--- src/rtl/q2_clock_pkg.sv ---
// Shared constants and FSM encoding for the front-panel run controller.
package q2_clock_pkg;

    localparam int unsigned DEBOUNCE_CYCLES_DEF = 16;
    localparam int unsigned CYC_W               = 16;

    typedef enum logic [1:0] {
        ST_IDLE     = 2'd0,
        ST_RUN      = 2'd1,
        ST_STOPPING = 2'd2,
        ST_STEP     = 2'd3
    } run_state_e;

endpackage

--- src/rtl/q2_debounce.sv ---
// Button conditioner: 2-flop synchronizer, level debouncer, press-edge pulse.
module q2_debounce
    import q2_clock_pkg::*;
#(
    parameter int unsigned DEBOUNCE_CYCLES = DEBOUNCE_CYCLES_DEF
) (
    input  logic clk,
    input  logic nrst,
    input  logic btn_n,
    output logic press_p
);

    localparam int unsigned CNT_W = (DEBOUNCE_CYCLES > 1) ? $clog2(DEBOUNCE_CYCLES) : 1;
    localparam logic [CNT_W-1:0] CNT_LAST = CNT_W'(DEBOUNCE_CYCLES - 1);

    logic [1:0]       sync_q;
    logic [CNT_W-1:0] cnt_q;
    logic             level_q;
    logic             level_d_q;

    // Bring the asynchronous button level into the clk domain.
    always_ff @(posedge clk or negedge nrst) begin
        if (!nrst) begin
            sync_q <= 2'b11;
        end else begin
            sync_q <= {sync_q[0], btn_n};
        end
    end

    // Accept a new level only after DEBOUNCE_CYCLES consecutive differing samples.
    always_ff @(posedge clk or negedge nrst) begin
        if (!nrst) begin
            cnt_q   <= '0;
            level_q <= 1'b1;
        end else if (sync_q[1] == level_q) begin
            cnt_q <= '0;
        end else if (cnt_q == CNT_LAST) begin
            level_q <= sync_q[1];
            cnt_q   <= '0;
        end else begin
            cnt_q <= cnt_q + CNT_W'(1);
        end
    end

    // One-cycle registered pulse on a debounced high-to-low (press) transition.
    always_ff @(posedge clk or negedge nrst) begin
        if (!nrst) begin
            level_d_q <= 1'b1;
            press_p   <= 1'b0;
        end else begin
            level_d_q <= level_q;
            press_p   <= level_d_q & ~level_q;
        end
    end

endmodule

--- src/rtl/q2_run_ctrl.sv ---
// Front-panel run/stop/step controller gating the CPU oscillator and state advance.
module q2_run_ctrl
    import q2_clock_pkg::*;
#(
    parameter int unsigned DEBOUNCE_CYCLES = DEBOUNCE_CYCLES_DEF
) (
    input  logic             clk,
    input  logic             nrst,
    input  logic             nstart_btn,
    input  logic             nstop_btn,
    input  logic             nstep_btn,
    input  logic             instr_end,
    input  logic             halt,
    output logic             nstop,
    output logic             run_en,
    output logic             cdiv,
    output logic             ncdiv,
    output logic             halted,
    output logic [CYC_W-1:0] cyc_count
);

    logic       start_p;
    logic       stop_p;
    logic       step_p;
    run_state_e state_q;
    run_state_e state_d;
    logic       halt_set;
    logic       halt_clr;

    q2_debounce #(.DEBOUNCE_CYCLES(DEBOUNCE_CYCLES)) u_db_start (
        .clk     (clk),
        .nrst    (nrst),
        .btn_n   (nstart_btn),
        .press_p (start_p)
    );

    q2_debounce #(.DEBOUNCE_CYCLES(DEBOUNCE_CYCLES)) u_db_stop (
        .clk     (clk),
        .nrst    (nrst),
        .btn_n   (nstop_btn),
        .press_p (stop_p)
    );

    q2_debounce #(.DEBOUNCE_CYCLES(DEBOUNCE_CYCLES)) u_db_step (
        .clk     (clk),
        .nrst    (nrst),
        .btn_n   (nstep_btn),
        .press_p (step_p)
    );

    // State register.
    always_ff @(posedge clk or negedge nrst) begin
        if (!nrst) begin
            state_q <= ST_IDLE;
        end else begin
            state_q <= state_d;
        end
    end

    // Next-state and halt-status control; RUN only leaves on a halt or a pending stop.
    always_comb begin
        state_d  = state_q;
        halt_set = 1'b0;
        halt_clr = 1'b0;
        case (state_q)
            ST_IDLE: begin
                if (start_p) begin
                    state_d  = ST_RUN;
                    halt_clr = 1'b1;
                end else if (step_p) begin
                    state_d  = ST_STEP;
                    halt_clr = 1'b1;
                end
            end
            ST_RUN: begin
                if (instr_end && (halt || stop_p)) begin
                    state_d  = ST_IDLE;
                    halt_set = halt;
                end else if (stop_p) begin
                    state_d = ST_STOPPING;
                end
            end
            ST_STOPPING: begin
                if (instr_end) begin
                    state_d = ST_IDLE;
                end
            end
            ST_STEP: begin
                if (instr_end) begin
                    state_d  = ST_IDLE;
                    halt_set = halt;
                end
            end
            default: begin
                state_d = ST_IDLE;
            end
        endcase
    end

    // Registered run gates track the state being entered.
    always_ff @(posedge clk or negedge nrst) begin
        if (!nrst) begin
            run_en <= 1'b0;
            nstop  <= 1'b0;
        end else begin
            run_en <= (state_d != ST_IDLE);
            nstop  <= (state_d != ST_IDLE);
        end
    end

    // Phase divider pair advances only while the CPU is enabled.
    always_ff @(posedge clk or negedge nrst) begin
        if (!nrst) begin
            cdiv  <= 1'b0;
            ncdiv <= 1'b1;
        end else if (run_en) begin
            cdiv  <= ~cdiv;
            ncdiv <= cdiv;
        end
    end

    // Sticky halt flag.
    always_ff @(posedge clk or negedge nrst) begin
        if (!nrst) begin
            halted <= 1'b0;
        end else if (halt_set) begin
            halted <= 1'b1;
        end else if (halt_clr) begin
            halted <= 1'b0;
        end
    end

    // Free-running count of enabled cycles; wraps naturally.
    always_ff @(posedge clk or negedge nrst) begin
        if (!nrst) begin
            cyc_count <= '0;
        end else if (run_en) begin
            cyc_count <= cyc_count + CYC_W'(1);
        end
    end

endmodule

--- config.mk ---
export PLATFORM = sky130hd
export DESIGN_NAME = q2_run_ctrl
export DESIGN_NICKNAME = d
export VERILOG_FILES = /design/src/rtl/q2_clock_pkg.sv /design/src/rtl/q2_debounce.sv /design/src/rtl/q2_run_ctrl.sv
export SDC_FILE = /design/constraint.sdc
export NUM_CORES = 1
export LEC_CHECK = 0
export ABC_AREA = 1
export BUFFER_PORTS_ARGS = -buffer_cell sky130_fd_sc_hd__buf_2
export CAP_MARGIN = 25
export CORE_UTILIZATION = 27
export CTS_BUF_LIST = sky130_fd_sc_hd__clkbuf_8 sky130_fd_sc_hd__clkbuf_16
export DETAILED_ROUTE_END_ITERATION = 8
export PLACE_DENSITY = 0.41
export SLEW_MARGIN = 10
export SYNTH_ARGS = -nofsm -noshare
export SYNTH_HDL_FRONTEND = slang
export SYNTH_SLANG_ARGS = --single-unit
--- constraint.sdc ---
create_clock -name clk -period 1.2 [get_ports clk]
set_clock_uncertainty 0.05 [all_clocks]
set_input_delay 0.24 -clock clk [delete_from_list [all_inputs] [get_ports clk]]
set_output_delay 0.24 -clock clk [all_outputs]
set_load 0.02 [all_outputs]
# After elaboration in Yosys (flattened, before gate mapping)
# Index checks and enable logic that the tools add are counted.
[classes] mux=20 n_bitwise=10 n_reduce_logical=9 addsub=4 n_eq_ne=9
[ops] cell="$mux 4" count=6
[ops] cell="$add 16x1->16 const B" count=1
[ops] cell="$add 4x1->4 const B" count=3
[ops] cell="$eq 4x4->1 const B" count=3
[ops] cell="$mux 2" count=5
[ops] cell="$mux 1" count=7
[ops] cell="$not 1->1" count=7
[ops] cell="$pmux 2 s3" count=1
[ops] cell="$reduce_and 2->1" count=3
[ops] cell="$eq 2x2->1 const B" count=2
[ops] cell="$reduce_bool 2->1" count=2
[ops] cell="$and 1x1->1" count=3
[ops] cell="$eq 1x1->1" count=3
[ops] cell="$eq 2x1->1 const B" count=1
[ops] cell="$logic_not 2->1" count=1
[ops] cell="$pmux 1 s2" count=1
[ops] cell="$reduce_or 2->1" count=1
[ops] cell="$logic_and 1x1->1" count=1
[ops] cell="$logic_or 1x1->1" count=1
[word_totals] output_inout_bits=21 reg_bits=49 in_bits=7

# Logic depth before layout (Yosys ltp)
[depth] word_depth=5 depth_mapped=7

# Cells and area by module
# A second synthesis with hierarchy kept.
[unflattened] hier_cells=232 hier_area_um2=2202.1
[by_module_without_submodules] module="q2_run_ctrl" n_inst=1 cells_per_inst=136 seq_area_each_um2=551.8 area_per_inst_um2=1143.6
[by_module_without_submodules] module="q2_debounce" n_inst=3 cells_per_inst=32 seq_area_each_um2=230.2 area_per_inst_um2=352.8

# Worst setup path after synthesis
# Ideal clock, no wire load.
[synth_timing] path_kind="register -> register" start="register cyc_count[0]" end="register cyc_count[10]" synth_period_minus_slack_ns=1.400 path_buffers=0 stages_incl_launch_ff=6 setup_time_ns=0.130 slack_ns=-0.200 arrival_ns=1.220 path_cell_list="dfrtp_1 ha_1 nand3_1 nor2_4 nand2_1 xnor2_1"
[synth_via] elab_chain_len=1
[synth_lines] item="start, declared" line_no="q2_run_ctrl.sv:19" rtl="output logic [CYC_W-1:0] cyc_count"
[synth_lines] item="start signal, assigned" line_no="q2_run_ctrl.sv:138" rtl="cyc_count <= cyc_count + CYC_W'(1);"
[synth_lines] item="$add 16x1->16" line_no="q2_run_ctrl.sv:138"
# Every way passes these cells.
# A chain may end at the register's enable or synchronous reset.

# Worst setup path after layout
[layout_timing] start="register cyc_count[2]" end="register cyc_count[3]"
# The elaborated chain is that of the path after synthesis.

==> flow_summary.toml <==
[place]
dp.cells = 340
dpl_cell_area_um2 = 2450
hpwl_um = 2710
place_congestion = 0.714
port_buffers = 27

[synth]
syn_inst = 199
synth.net_count = 210
synth_warnings = 0
syn_area_per_cell_um2 = 10.2
ys_seq_area_share_pct = 61.0
synth_top_area_share_pct = 44.2
ys_ff_latch = 49
ys_top_cells_by_area = "dfrtp_1 44%, dfstp_2 17%, nand2_1 7.4%"
synth_top_area_cell = "dfrtp_1"
syn_area_um2 = 2040
synth.distinct_cells = 18

[critical_path]
cp_top_family = "buffers and inverters"
cp-start-kind = "flip-flop"
cp_common_cell = "buf_4"
crit_slowest_cell = "dfrtp_2"
crit_type = "reg2reg"
critPathMaxStageDelay_ps = 410
crit_buf_inv = 3
cp-end-kind = "flip-flop"
cp.required_ps = 1340
arrival_ps = 1450
crit_chain = "buf_4 -> nand2_1 -> nor2_4 -> buf_4 -> buf_4 -> xor2_1"
critPathMaxFanout = 5

[clock_network]
worstSkewPairLatency_ps = 300
cts_root_buf = "clkbuf_8"
clk_pin_slew_ps = 90
cts_buffer_depth = 2
numCtsBuffers = 5
cts.sinks = 49
htree_num_levels = 2
cts_tree = "built"

[detailed_routing]
via_per_inst = 4.06
drc_errors = 0
wl_per_cell_um = 10.3
drtPass1Iterations = 3
vias = 1546
wl_um = 3920
postRouteAntennaNets = 0
first_iter_violations = 41

[floorplan]
die_h_um = 88.9
die_w_um = 88.9
start_util_pct = 28.0
core-area_um2 = 7290
rows = 31
io-pin-count = 28
dieArea_um2 = 7900

[global_route]
grt_use_total_pct = 11.4
grt_max_degree = 17
antenna_found_initial = 0
grt_overflow = 0
grt_pass1_vias = 1521
grt_pass1_wl_um = 6790

[worst_hold_path]
min_path_type = "in2reg"

[cells_and_area]
final_cell_mix = "38 x nand2_1, 35 x buf_4, 30 x dfrtp_1, 28 x buf_6, 23 x nor2_1"
layout_commonest_cell = "nand2_1"
n_antenna_cell = 0
stdcell_area_um2 = 3030
n_fill_cell = 752
regArea_um2 = 1250
multi_input_area_um2 = 811
instances_no_fill = 381
drive_above_1_share_pct = 44.3
final_nets = 292
utilization_pct = 41.6
syn2layout_area_growth_pct = 48.8

[power_and_ir_drop]
clkPwrFrac_pct = 25.6
p_switching_w = 0.00101
power_density_nw_per_um2 = 1220
comb_power_share_pct = 23.6
vdd_ir_drop_max_mv = 0.587
swShare_pct = 27.4
leakage_nw = 1.45
p_seq_share_pct = 50.8
p_int_w = 0.00268

[flow_run]
maxCapViolCount = 0

[timing]
hold_viol = 0
fmax_mhz = 765
fin_ws_ps = -108
drv_slew = 0
period_needed_ps = 1310
slew_headroom_pct = 76.1
setup_violations = 20
worstMarginPinSlew_ps = 359
rsz0062_at_grt = "yes"
whs_ps = 135
period_share_pct = 109

[status]
status = "complete, but fails checks"
violations = "negative setup slack"
-- worst paths after layout --
kind / from / to / slack [ps] / cells past startpoint
min reg2reg: u_db_step.sync_q[0] / u_db_step.sync_q[1] / 310 / 0
max reg2reg: cyc_count[2] / cyc_count[3] / -110 / 6
max: cyc_count[2] / cyc_count[3] / -110 / 6
min: halt / halted / 130 / 3
max in group asynchronous: nrst / u_db_stop.level_q / 280 / 3
min in group asynchronous: nrst / cyc_count[2] / 330 / 2
-- worst min-delay path, stage by stage --
cell and delay (ps):
buf_2 80, nand3_1 70, nand2_1 60
-- layer usage --
metal	GRT usage, %	vias to the layer above	part of all wire, %	wire (um)
met5	0	-	0	0
met4	3.96	0	1.2	48
met3	2.99	5	3.6	143
met2	19.2	23	49	1930
met1	14.1	732	46	1800
li1	-	786	-	-
-- kinds of logic after synthesis --
kind of cell | count (synthesis) | share of synthesized area (%)
AND/OR/NAND/NOR | 97 | 21.2
multiplexers | 3 | 1.66
AO/OA/AOI/OAI | 5 | 1.35
flip-flops | 49 | 61.0
buffers and inverters | 23 | 4.60
adder cells (fa/ha/maj) | 4 | 2.46
XOR/XNOR | 18 | 7.73
-- Yosys cell counts, drive strengths merged --
cell and n:
buf 2, dfrtp 36, dfstp 13, ha 4, inv 21, mux2 3
nand2 40, nand2b 3, nand3 16, nand4 5, nor2 30, nor3b 3
o211ai 1, o21ai 4, xnor2 10, xor2 8
-- sequential cells by signal, summed over array words and instances (netlist names), 2 cells and up --
name / cells
u_db_step.cnt_q: 4
state_q: 2
u_db_stop.cnt_q: 4
u_db_start.sync_q: 2
cyc_count: 16
u_db_step.sync_q: 2
u_db_stop.sync_q: 2
u_db_start.cnt_q: 4
-- cell type report --
cell class                 count  area share (%)
clock buffer                   5            2.27
clock inverter                 3           0.578
inverter                      21            2.60
multi-input combinational    127            26.7
sequential                    49            41.2
tap                           99            4.08
timing repair buffer          77            22.5
-- power groups by stage --
stage                     logic, W  clock network [W]  registers (W)
after floorplan           0.000165                  0        0.00203
after global placement    0.000556                  0        0.00192
after detailed placement  0.000548                  0        0.00193
after CTS                 0.000830            0.00101        0.00187
after global routing      0.000970            0.00108        0.00189
final                     0.000875           0.000946        0.00188
-- stage by stage --
step                TNS [ps]  total power [W]  worst slack (ps)
finish                  -894          0.00370              -108
global route           -2530          0.00394              -176
CTS                     -876          0.00371             -79.7
detailed placement     -43.9          0.00248             -15.6
global placement       -3.56          0.00248             -2.22
floorplan              -37.4          0.00219             -18.7
-- what timing repair did --
item / in CTS / in global routing
pin swaps: 3 / 8
hold buffers: 4 / 0
buffers inserted: 24 / 6
endpoints found under the hold margin: 9 / 0
setup endpoints to repair: 23 / 40
gates resized for setup: 34 / 34
Power figures use the tool's default switching activity.
